### config.mk
export PLATFORM = sky130hd
export DESIGN_NAME = ingress_pkt_guard_flat
export DESIGN_NICKNAME = d
export VERILOG_FILES = /design/src/rtl/ingress_pkt_guard_pkg.sv /design/src/rtl/ingress_pkt_guard_if.sv /design/src/rtl/ingress_pkt_guard_axis_reg_slice.sv /design/src/rtl/ingress_pkt_guard.sv /design/src/flat_wrapper.sv
export SDC_FILE = /design/constraint.sdc
export NUM_CORES = 1
export LEC_CHECK = 0
export ABC_AREA = 1
export ABC_CLOCK_PERIOD_IN_PS = 4400
export CORE_UTILIZATION = 43
export CTS_CLUSTER_SIZE = 24
export DETAILED_ROUTE_END_ITERATION = 8
export PLACE_DENSITY = 0.89
export SLEW_MARGIN = 25
export SYNTH_ARGS = -nofsm -noshare
export SYNTH_HDL_FRONTEND = slang
export SYNTH_SLANG_ARGS = --single-unit
### constraint.sdc
create_clock -name clk -period 4.4 [get_ports clk]
set_input_delay 0.66 -clock clk [delete_from_list [all_inputs] [get_ports clk]]
set_output_delay 0.66 -clock clk [all_outputs]
set_load 0.01 [all_outputs]
### src/rtl/ingress_pkt_guard_pkg.sv
// Shared definitions for the buffer path.
// Holds the sideband field layout so buffer_top and the egress side decode the
// same bit positions, and the ingress guard FSM state enum.
package buffer_pkg;

  // Flow id occupies the low bits of the sideband; the truncation flag sits
  // directly above it.
  localparam int SB_FLOW_LSB = 0;

  function automatic int sb_trunc_bit(input int flow_w);
    return SB_FLOW_LSB + flow_w;
  endfunction

  typedef enum logic [1:0] {
    IDLE  = 2'd0,
    PASS  = 2'd1,
    DRAIN = 2'd2,
    DROP  = 2'd3
  } guard_state_e;

endpackage

### src/rtl/ingress_pkt_guard_if.sv
// Generic stream bundle used on both sides of the ingress guard.
// Ports / members:
//   data  : payload beat
//   valid : beat present
//   ready : sink accepts beat
//   last  : end of packet
//   user  : per-beat side information (flow id on the source side,
//           sideband on the buffer side)
// Modports: master drives data/valid/last/user, slave drives ready.
interface ingress_pkt_guard_if #(
  parameter int DW = 64,
  parameter int UW = 4
) ();
  logic [DW-1:0] data;
  logic          valid;
  logic          ready;
  logic          last;
  logic [UW-1:0] user;

  modport master (output data, output valid, output last, output user, input ready);
  modport slave  (input data, input valid, input last, input user, output ready);
endinterface

### src/rtl/ingress_pkt_guard_axis_reg_slice.sv
// axis_reg_slice: single-entry registered stage with valid/ready.
// Ports:
//   clk, rst_n           : clock, asynchronous active-high reset
//   in_data/in_valid     : upstream payload and valid
//   in_ready             : upstream may push this cycle
//   out_data/out_valid   : registered payload and valid
//   out_ready            : downstream accepts the held beat
// Full throughput: a new beat can be loaded in the same cycle the held one
// leaves. The held beat is stable while out_valid=1 and out_ready=0.
module axis_reg_slice #(
  parameter int WIDTH = 8
) (
  input  logic             clk,
  input  logic             rst_n,
  input  logic [WIDTH-1:0] in_data,
  input  logic             in_valid,
  output logic             in_ready,
  output logic [WIDTH-1:0] out_data,
  output logic             out_valid,
  input  logic             out_ready
);

  assign in_ready = !out_valid || out_ready;

  always_ff @(posedge clk or posedge rst_n) begin
    if (rst_n) begin
      out_valid <= 1'b0;
      out_data  <= '0;
    end else if (in_valid && in_ready) begin
      out_valid <= 1'b1;
      out_data  <= in_data;
    end else if (out_ready) begin
      out_valid <= 1'b0;
    end
  end

endmodule

### src/rtl/ingress_pkt_guard.sv
// ingress_pkt_guard: ingress stage in front of buffer_top's write port.
// Bounds packet length to MAX_BEATS (truncating with a forced last beat and
// discarding the tail), builds the sideband (flow id + truncation flag) and
// drops whole packets that start while cfg_enable is low.
// Ports:
//   clk, rst_n        : clock, asynchronous active-high reset
//   cfg_enable        : sampled on the first beat of each packet
//   s_axis (slave)    : source stream, user = flow id
//   m_axis (master)   : to buffer_top s_w*, user = sideband
//   stat_*_cnt        : saturating forwarded / truncated / dropped counters
//
// state | meaning
// IDLE  | between packets; next accepted beat is a first beat
// PASS  | forwarding a packet, beat_q beats already sent
// DRAIN | truncated packet closed; discard until source last
// DROP  | packet started while disabled; discard until source last
module ingress_pkt_guard
  import buffer_pkg::*;
#(
  parameter int DATA_WIDTH = 64,
  parameter int SB_WIDTH   = 10,
  parameter int FLOW_W     = 4,
  parameter int MAX_BEATS  = 64,
  parameter int CNT_W      = 16
) (
  input  logic             clk,
  input  logic             rst_n,
  input  logic             cfg_enable,
  ingress_pkt_guard_if.slave  s_axis,
  ingress_pkt_guard_if.master m_axis,
  output logic [CNT_W-1:0] stat_pkt_cnt,
  output logic [CNT_W-1:0] stat_trunc_cnt,
  output logic [CNT_W-1:0] stat_drop_cnt
);

  localparam int BCW          = $clog2(MAX_BEATS + 1);
  localparam int SB_TRUNC_BIT = sb_trunc_bit(FLOW_W);
  localparam int PW           = DATA_WIDTH + 1 + SB_WIDTH;

  guard_state_e       state_q, state_n;
  logic [BCW-1:0]     beat_q, beat_n;
  logic [FLOW_W-1:0]  flow_q, flow_n;

  logic               acc;
  logic               fwd;
  logic               out_last;
  logic               trunc;
  logic               inc_pkt, inc_trunc, inc_drop;
  logic               slice_ready;
  logic [SB_WIDTH-1:0] sb;
  logic [PW-1:0]      out_payload;

  // Discarding states never stall the source.
  assign s_axis.ready = (state_q == DRAIN || state_q == DROP) ? 1'b1 : slice_ready;
  assign acc          = s_axis.valid && s_axis.ready;

  always_ff @(posedge clk or posedge rst_n) begin
    if (rst_n) begin
      state_q <= IDLE;
      beat_q  <= '0;
      flow_q  <= '0;
    end else begin
      state_q <= state_n;
      beat_q  <= beat_n;
      flow_q  <= flow_n;
    end
  end

  always_comb begin
    state_n   = state_q;
    beat_n    = beat_q;
    flow_n    = flow_q;
    fwd       = 1'b0;
    out_last  = 1'b0;
    trunc     = 1'b0;
    inc_pkt   = 1'b0;
    inc_trunc = 1'b0;
    inc_drop  = 1'b0;
    case (state_q)
      IDLE: begin
        if (acc) begin
          if (cfg_enable) begin
            fwd      = 1'b1;
            flow_n   = s_axis.user;
            beat_n   = BCW'(1);
            out_last = s_axis.last;
            if (s_axis.last) inc_pkt = 1'b1;
            else             state_n = PASS;
          end else begin
            if (s_axis.last) inc_drop = 1'b1;
            else             state_n  = DROP;
          end
        end
      end
      PASS: begin
        if (acc) begin
          fwd    = 1'b1;
          beat_n = beat_q + BCW'(1);
          if (s_axis.last) begin
            out_last = 1'b1;
            inc_pkt  = 1'b1;
            state_n  = IDLE;
          end else if (beat_q == BCW'(MAX_BEATS - 1)) begin
            // Source last on exactly the MAX_BEATS-th beat takes the branch
            // above, so only genuinely over-length packets land here.
            out_last  = 1'b1;
            trunc     = 1'b1;
            inc_pkt   = 1'b1;
            inc_trunc = 1'b1;
            state_n   = DRAIN;
          end
        end
      end
      DRAIN: begin
        if (acc && s_axis.last) state_n = IDLE;
      end
      DROP: begin
        if (acc && s_axis.last) begin
          inc_drop = 1'b1;
          state_n  = IDLE;
        end
      end
      default: state_n = IDLE;
    endcase
  end

  // flow_n equals the incoming flow on a first beat and the latched flow
  // afterwards, so every beat of a packet carries the same id.
  always_comb begin
    sb                              = '0;
    sb[SB_FLOW_LSB +: FLOW_W]       = flow_n;
    sb[SB_TRUNC_BIT]                = trunc;
  end

  axis_reg_slice #(
    .WIDTH (PW)
  ) u_out_slice (
    .clk       (clk),
    .rst_n     (rst_n),
    .in_data   ({s_axis.data, out_last, sb}),
    .in_valid  (fwd),
    .in_ready  (slice_ready),
    .out_data  (out_payload),
    .out_valid (m_axis.valid),
    .out_ready (m_axis.ready)
  );

  assign m_axis.data = out_payload[PW-1 -: DATA_WIDTH];
  assign m_axis.last = out_payload[SB_WIDTH];
  assign m_axis.user = out_payload[SB_WIDTH-1:0];

  always_ff @(posedge clk or posedge rst_n) begin
    if (rst_n) begin
      stat_pkt_cnt   <= '0;
      stat_trunc_cnt <= '0;
      stat_drop_cnt  <= '0;
    end else begin
      if (inc_pkt && stat_pkt_cnt != '1)     stat_pkt_cnt   <= stat_pkt_cnt + CNT_W'(1);
      if (inc_trunc && stat_trunc_cnt != '1) stat_trunc_cnt <= stat_trunc_cnt + CNT_W'(1);
      if (inc_drop && stat_drop_cnt != '1)   stat_drop_cnt  <= stat_drop_cnt + CNT_W'(1);
    end
  end

endmodule

### src/flat_wrapper.sv
// flat-port wrapper written by rule: the top's interface ports become plain ports
module ingress_pkt_guard_flat import buffer_pkg::*;
#(
  parameter int DATA_WIDTH = 64,
  parameter int SB_WIDTH   = 10,
  parameter int FLOW_W     = 4,
  parameter int MAX_BEATS  = 64,
  parameter int CNT_W      = 16
)
  (clk, rst_n, cfg_enable, stat_pkt_cnt, stat_trunc_cnt, stat_drop_cnt, s_axis_data, s_axis_valid, s_axis_last, s_axis_user, s_axis_ready, m_axis_data, m_axis_valid, m_axis_last, m_axis_user, m_axis_ready);
  ingress_pkt_guard_if #(.DW((64)), .UW((4))) s_axis_i ();
  ingress_pkt_guard_if #(.DW((64)), .UW((10))) m_axis_i ();
  input  logic clk;
  input  logic rst_n;
  input  logic cfg_enable;
  output logic [CNT_W-1:0] stat_pkt_cnt;
  output logic [CNT_W-1:0] stat_trunc_cnt;
  output logic [CNT_W-1:0] stat_drop_cnt;
  input wire logic [$bits(s_axis_i.data)-1:0] s_axis_data;
  input wire logic [$bits(s_axis_i.valid)-1:0] s_axis_valid;
  input wire logic [$bits(s_axis_i.last)-1:0] s_axis_last;
  input wire logic [$bits(s_axis_i.user)-1:0] s_axis_user;
  output wire logic [$bits(s_axis_i.ready)-1:0] s_axis_ready;
  output wire logic [$bits(m_axis_i.data)-1:0] m_axis_data;
  output wire logic [$bits(m_axis_i.valid)-1:0] m_axis_valid;
  output wire logic [$bits(m_axis_i.last)-1:0] m_axis_last;
  output wire logic [$bits(m_axis_i.user)-1:0] m_axis_user;
  input wire logic [$bits(m_axis_i.ready)-1:0] m_axis_ready;
  assign s_axis_i.data = s_axis_data;
  assign s_axis_i.valid = s_axis_valid;
  assign s_axis_i.last = s_axis_last;
  assign s_axis_i.user = s_axis_user;
  assign s_axis_ready = s_axis_i.ready;
  assign m_axis_data = m_axis_i.data;
  assign m_axis_valid = m_axis_i.valid;
  assign m_axis_last = m_axis_i.last;
  assign m_axis_user = m_axis_i.user;
  assign m_axis_i.ready = m_axis_ready;
  ingress_pkt_guard #(.DATA_WIDTH(DATA_WIDTH), .SB_WIDTH(SB_WIDTH), .FLOW_W(FLOW_W), .MAX_BEATS(MAX_BEATS), .CNT_W(CNT_W)) u_core (.clk(clk), .rst_n(rst_n), .cfg_enable(cfg_enable), .s_axis(s_axis_i), .m_axis(m_axis_i), .stat_pkt_cnt(stat_pkt_cnt), .stat_trunc_cnt(stat_trunc_cnt), .stat_drop_cnt(stat_drop_cnt));
endmodule
# After elaboration in Yosys (flattened, before gate mapping)
# Cells that the tools add are included.
[word_totals]
regBits = 132
output_inout_bits = 125
word_cells = 80
[classes]
addsub = 4
n_eq_ne = 13
n_mux = 40
reduce_logical = 15
[op_table]
columns = ["op", "count"]
rows = [
  ["adder 16 x 1 -> 16 bit (second input constant)", 3],
  ["!= test 16 bit (second input constant)", 3],
  ["two-way mux 7 bit", 3],
  ["two-way mux 1 bit", 20],
  ["two-way mux 2 bit", 8],
  ["one-hot mux 7 bit (2 select lines)", 1],
  ["two-way mux 4 bit", 3],
  ["one-hot mux 1 bit (2 select lines)", 4],
  ["adder 7 x 1 -> 7 bit (second input constant)", 1],
  ["equality test 7 x 6 -> 1 bit (second input constant)", 1],
  ["logical AND 1 bit", 6],
  ["!= test 2 x 1 -> 1 bit (second input constant)", 3],
  ["one-hot mux 2 bit (3 select lines)", 1],
  ["AND reduction 5 bit", 1],
  ["equality test 2 bit (second input constant)", 2],
  ["!= test 2 bit (second input constant)", 2],
  ["AND reduction 4 bit", 1],
  ["nonzero test 2 bit", 2],
  ["!= test 3 x 2 -> 1 bit (second input constant)", 1],
  ["equality test 2 x 1 -> 1 bit (second input constant)", 1],
  ["zero test 2 bit", 1],
  ["logical OR 1 bit", 2],
  ["OR reduction 2 bit", 1],
  ["zero test 1 bit", 1],
]

# Logic depth before layout (Yosys ltp)
[logic_depth]
depth_word = 8
mapped_depth = 11
depth_no_buf = 10

# Cells and area by module
# From an unflattened synthesis, not the netlist that was laid out.
[hier_totals]
cells_unflattened = 873
area_unflattened_um2 = 6871.6
[modules_own_cells]
columns = ["mod", "instances", "cells_each", "area_each_um2", "seq_area_each_um2"]
rows = [
  ["ingress_pkt_guard", 1, 543, 3877.5, 1526.5],
  ["axis_reg_slice", 1, 330, 2994.1, 1901.8],
]

# Least setup slack after synthesis
# No wires, ideal clock.
[synth_timing]
path_type = "register to register"
from = "reg u_core.state_q[0]"
to = "reg u_core.stat_pkt_cnt[9]"
setup_ns = 0.116
arrival_ns = 1.589
slack_ns = 2.695
path_stages_with_launch = 11
period_less_slack_ns = 1.705
cell_sequence = "dfrtp_1 inv_1 ha_1 nor2_1 nand2_1 nand3_1 nor2_4 nand2_4 buf_6 nand2_1 nand2_1"
[synth_via]
elab_chain_len = 7
word_cells_on_any_way = 11
cone_classes = "eq/ne (3); mux (4); reduce/logical (4)"
[synth_lines]
columns = ["element", "line_no", "source"]
rows = [
  ["start, declared", "ingress_pkt_guard.sv:40", "guard_state_e state_q, state_n;"],
  ["start signal, assigned", "ingress_pkt_guard.sv:63", "state_q <= state_n;"],
  ["equality test 2 bit", "ingress_pkt_guard.sv:54", "assign s_axis.ready = (state_q == DRAIN || state_q == DROP) ? 1'b1 : slice_ready;"],
  ["logical OR 1 bit *", "ingress_pkt_guard.sv:54", ""],
  ["two-way mux 1 bit *", "ingress_pkt_guard.sv:54", ""],
  ["via s_axis_ready", "flat_wrapper.sv:23", "output wire logic [$bits(s_axis_i.ready)-1:0] s_axis_ready;"],
  ["logical AND 1 bit *", "ingress_pkt_guard.sv:55", "assign acc = s_axis.valid && s_axis.ready;"],
  ["two-way mux 1 bit (on tied branches)", "ingress_pkt_guard.sv:96, ingress_pkt_guard.sv:81", ""],
  ["one-hot mux 1 bit (2 select lines) *", "ingress_pkt_guard.sv:79", "case (state_q)"],
  ["logical AND 1 bit *", "ingress_pkt_guard.sv:158", "if (inc_pkt && stat_pkt_cnt != '1) stat_pkt_cnt <= stat_pkt_cnt + CNT_W'(1);"],
  ["end signal, assigned", "ingress_pkt_guard.sv:158", ""],
  ["end, declared", "ingress_pkt_guard.sv:31", "output logic [CNT_W-1:0] stat_pkt_cnt,"],
]
# The timed path passes the listed nets; every way through them passes the cells marked *.
# A chain may end at the register's enable or synchronous reset.

# Worst setup path in the final report
[layout_timing]
from = "reg u_core.state_q[0]"
to = "out s_axis_ready"
[layout_via]
elab_chain_len = 3
word_cells_on_any_way = 4
cone_classes = "eq/ne (2); mux (1); reduce/logical (1)"
[layout_lines]
columns = ["element", "line_no"]
rows = [
  ["equality test 2 bit", "ingress_pkt_guard.sv:54"],
  ["logical OR 1 bit *", "ingress_pkt_guard.sv:54"],
  ["two-way mux 1 bit *", "ingress_pkt_guard.sv:54"],
  ["end, declared", "flat_wrapper.sv:23"],
]
# Mark *: on every way between the ends. The rest lies on a longest branch, timed or not.

==> results_dict.tcl <==
set metrics [dict create \
    pwr-share-seq_pct 36.7 \
    cts_tree "yes" \
    netlist_instances 887 \
    p_sw_share_pct 34.67 \
    yosys.area_share.simple_pct 38.59 \
    layout-drive-gt1-share_pct 5.210 \
    wl_microns 16820 \
    intPower_mw 3.252 \
    placed_area_sq_um 8705 \
    r2r_end "u_core.stat_trunc_cnt[10]$_DFFE_PP0P_" \
    final-hold-violation-count 0 \
    clk_pin_slew_ns 0.06 \
    whs_path_depth 2 \
    drtIter0Drc 423 \
    numPortBuffers 193 \
    vias 6271 \
    critPathSlowestCell "clkdlybuf4s50_1" \
    place.gp.congestion 0.9045 \
    start_util_pct 43.86 \
    async_reset_ff_share_pct 100.0 \
    fin_cells 1283 \
    cp.required_ns 3.74 \
    r2r_start "u_core.state_q[1]$_DFFE_PP0P_" \
    grt_pass1_wl_microns 28080 \
    power.density_nw_per_um2 537.6 \
    min-delay-start "u_core.flow_q[0]$_DFF_PP0_" \
    hp-class "flop to flop" \
    status "complete, no violations" \
    wire_per_inst_microns 13.11 \
    cts-resized-gates 0 \
    grt_pass1_vias 5905 \
    grt_max_degree 72 \
    finalCriticalPeriod_ns 2.742 \
    synth-xor-area-share_pct 2.505 \
    worst-setup-path-type "flop to output pin" \
    synth_edf_count 0 \
    io-pin-count 199 \
    cts_buffers 17 \
    p_switching_mw 1.726 \
    synthAdderAreaFrac_pct 1.695 \
    die_h_microns 126.3 \
    core_area_sq_um 15150 \
    fmax_ghz 0.3647 \
    combPwrFrac_pct 36.6 \
    tightest_slew_ns 0.8987 \
    slowest_delay_ns 0.53 \
    reg2reg_depth 8 \
    ys_seq_area_share_pct 49.73 \
    ys_types 30 \
    muxShareOfSynthArea_pct 0 \
    syn_area_sq_um 6643 \
    htree_levels 4 \
    fin_nets 1164 \
    ys_warn_count 0 \
    slew_viol_final 0 \
    die_area_sq_um 15950 \
    r2r_setup_slack_ns 1.82 \
    place_inst 1250 \
    slew_headroom_pct 39.87 \
    drtAntennaViolNets 0 \
    cts_sinks 132 \
    drc 0 \
    drv_cap 0 \
    cts-root-buf "clkbuf_16" \
    worstPathMaxFanout 5 \
    drt_pass1_iterations 4 \
    crit_path_cell_trace "inv_1, ha_1, nor2_1, nand2_1, clkdlybuf4s50_1" \
    antenna_found_initial 1 \
    synth_top_family_by_area "simple AND/OR/NAND/NOR gates" \
    pwr-share-clk_pct 26.7 \
    n_fill_cell 1281 \
    clk_path_buf_depth 2 \
    critPathLaunchType "flop" \
    hpwl_microns 11890 \
    peakVddDrop_mv 0.3988 \
    fin_tns_setup_ns 0 \
    post-cts-setup-buffers 0 \
    crit_path_end_kind "output pin" \
    via_per_inst 4.888 \
    setup_viol 0 \
    post-route-cell-area_sq_um 9261 \
    synth.avg_cell_area_sq_um 7.489 \
    die_w_microns 126.3 \
    overflow 0 \
    hold_end "u_core.flow_q[0]$_DFF_PP0_" \
    critical_path_arrival_ns 2.08 \
    rows 45 \
    fin_skew_ns 0.007069 \
    synth_seq_cells 132 \
    rsz0062_at_grt "no" \
    synth-compound-area-share_pct 2.053 \
    grtUsageTotal_pct 21.98 \
    fin_hold_ws_ns 0.4666 \
    ys.flop_type "dfrtp_1" \
    area_growth_pct 39.42 \
    power_leakage_nw 4.425 \
    finalCritPeriodShare_pct 62.31 \
    clk_latency_ns 0.40 \
    holdBufCountCts 0 \
]
[metrics by stage]
step	utilization, %	worst slack, ns	total power, mW
floorplan	-	0.2140	2.725
global placement	57.47	1.634	3.604
detailed placement	57.47	1.546	3.664
CTS	61.13	1.639	5.025
global route	61.15	1.537	5.305
finish	61.15	1.658	4.979
[Yosys cell counts, types with 5 or more instances]
library cell | count | area [sq um]
buf_2 | 6 | 30.03
buf_4 | 8 | 60.06
buf_6 | 5 | 56.30
clkbuf_1 | 6 | 22.52
dfrtp_1 | 132 | 3303
ha_1 | 9 | 112.6
inv_1 | 46 | 172.7
nand2_1 | 484 | 1817
nand3_1 | 46 | 230.2
nand4_1 | 19 | 118.9
nor2_1 | 59 | 221.5
o21ai_0 | 17 | 85.08
xnor2_1 | 14 | 122.6
xor2_1 | 5 | 43.79
[power by group through the flow]
stage               Sequential [mW]  Clock [mW]  Combinational, mW
global placement               1.83           0               1.78
floorplan                      1.96           0              0.768
detailed placement             1.83           0               1.84
CTS                            1.82        1.36               1.84
global route                   1.87        1.42               2.02
finish                         1.83        1.33               1.82
[placed cells by master (no fill, tap or decap), drive strengths merged]
master and count:
a21oi 2, buf 3, bufinv 1, clkbuf 20, clkdlybuf4s50 193, clkinv 5, clkinvlp 6, conb 5
dfrtp 132, diode 1, ha 9, inv 50, nand2 488, nand3 47, nand3b 4, nand4 19
nor2 67, nor3 1, o211ai 1, o21ai 18, o2bb2ai 1, or2 3, xnor2 14, xor2 5
[registers in the layout, summed over array words and instances, names as in the netlist]
register / count
u_core.u_out_slice.out_data: 70
u_core.stat_drop_cnt: 16
u_core.stat_pkt_cnt: 16
u_core.stat_trunc_cnt: 16
u_core.beat_q: 7
u_core.flow_q: 4
u_core.state_q: 2
u_core.u_out_slice.out_valid: 1
[final cells by class]
cell class / instances / area (sq um) / share of cell area [%]
Sequential cell: 132 / 3303 / 35.67
Multi-Input combinational cell: 684 / 3007 / 32.46
Timing Repair Buffer: 196 / 1967 / 21.24
Clock buffer: 20 / 446.7 / 4.823
Tap cell: 188 / 235.2 / 2.540
Inverter: 50 / 192.7 / 2.081
Clock inverter: 12 / 107.6 / 1.162
Antenna cell: 1 / 2.502 / 0.02702
[how the worst max path moves through the flow]
stage | start | endpoint | slack, ns | depth (start not counted)
after floorplan | rst_n | u_core.beat_q[0]$_DFFE_PP0P_ | 0.21 | 1
after global placement | s_axis_valid | u_core.u_out_slice.out_data[52]$_DFFE_PP0P_ | 1.63 | 8
after detailed placement | s_axis_valid | u_core.u_out_slice.out_data[59]$_DFFE_PP0P_ | 1.55 | 8
after CTS | u_core.state_q[0]$_DFFE_PP0P_ | s_axis_ready | 1.64 | 5
after global routing | u_core.state_q[1]$_DFFE_PP0P_ | u_core.stat_trunc_cnt[10]$_DFFE_PP0P_ | 1.54 | 8
final | u_core.state_q[0]$_DFFE_PP0P_ | s_axis_ready | 1.66 | 5
[critical path: cells and delay by family (launching register included)]
family	cells	cell delay, ns
flops	1	0.40
simple gates	2	0.42
fa+ha+maj	1	0.23
buf+inv	2	0.64
[layer usage]
metal / track usage [%] / vias to the layer above / wire, microns
met5: 0 / - / 0
met4: 8.717 / 0 / 378
met3: 4.850 / 24 / 1032
met2: 36.56 / 209 / 8225
met1: 27.96 / 2914 / 7186
li1: - / 3124 / -
[cells by family after synthesis]
logic type	count (synthesis)
other	1
AO/OA/AOI/OAI	22
flip-flops	132
buffers and inverters	75
XOR/XNOR	19
AND/OR/NAND/NOR	629
adder cells (fa/ha/maj)	9
Note: power is estimated with default switching activity, not from simulation.
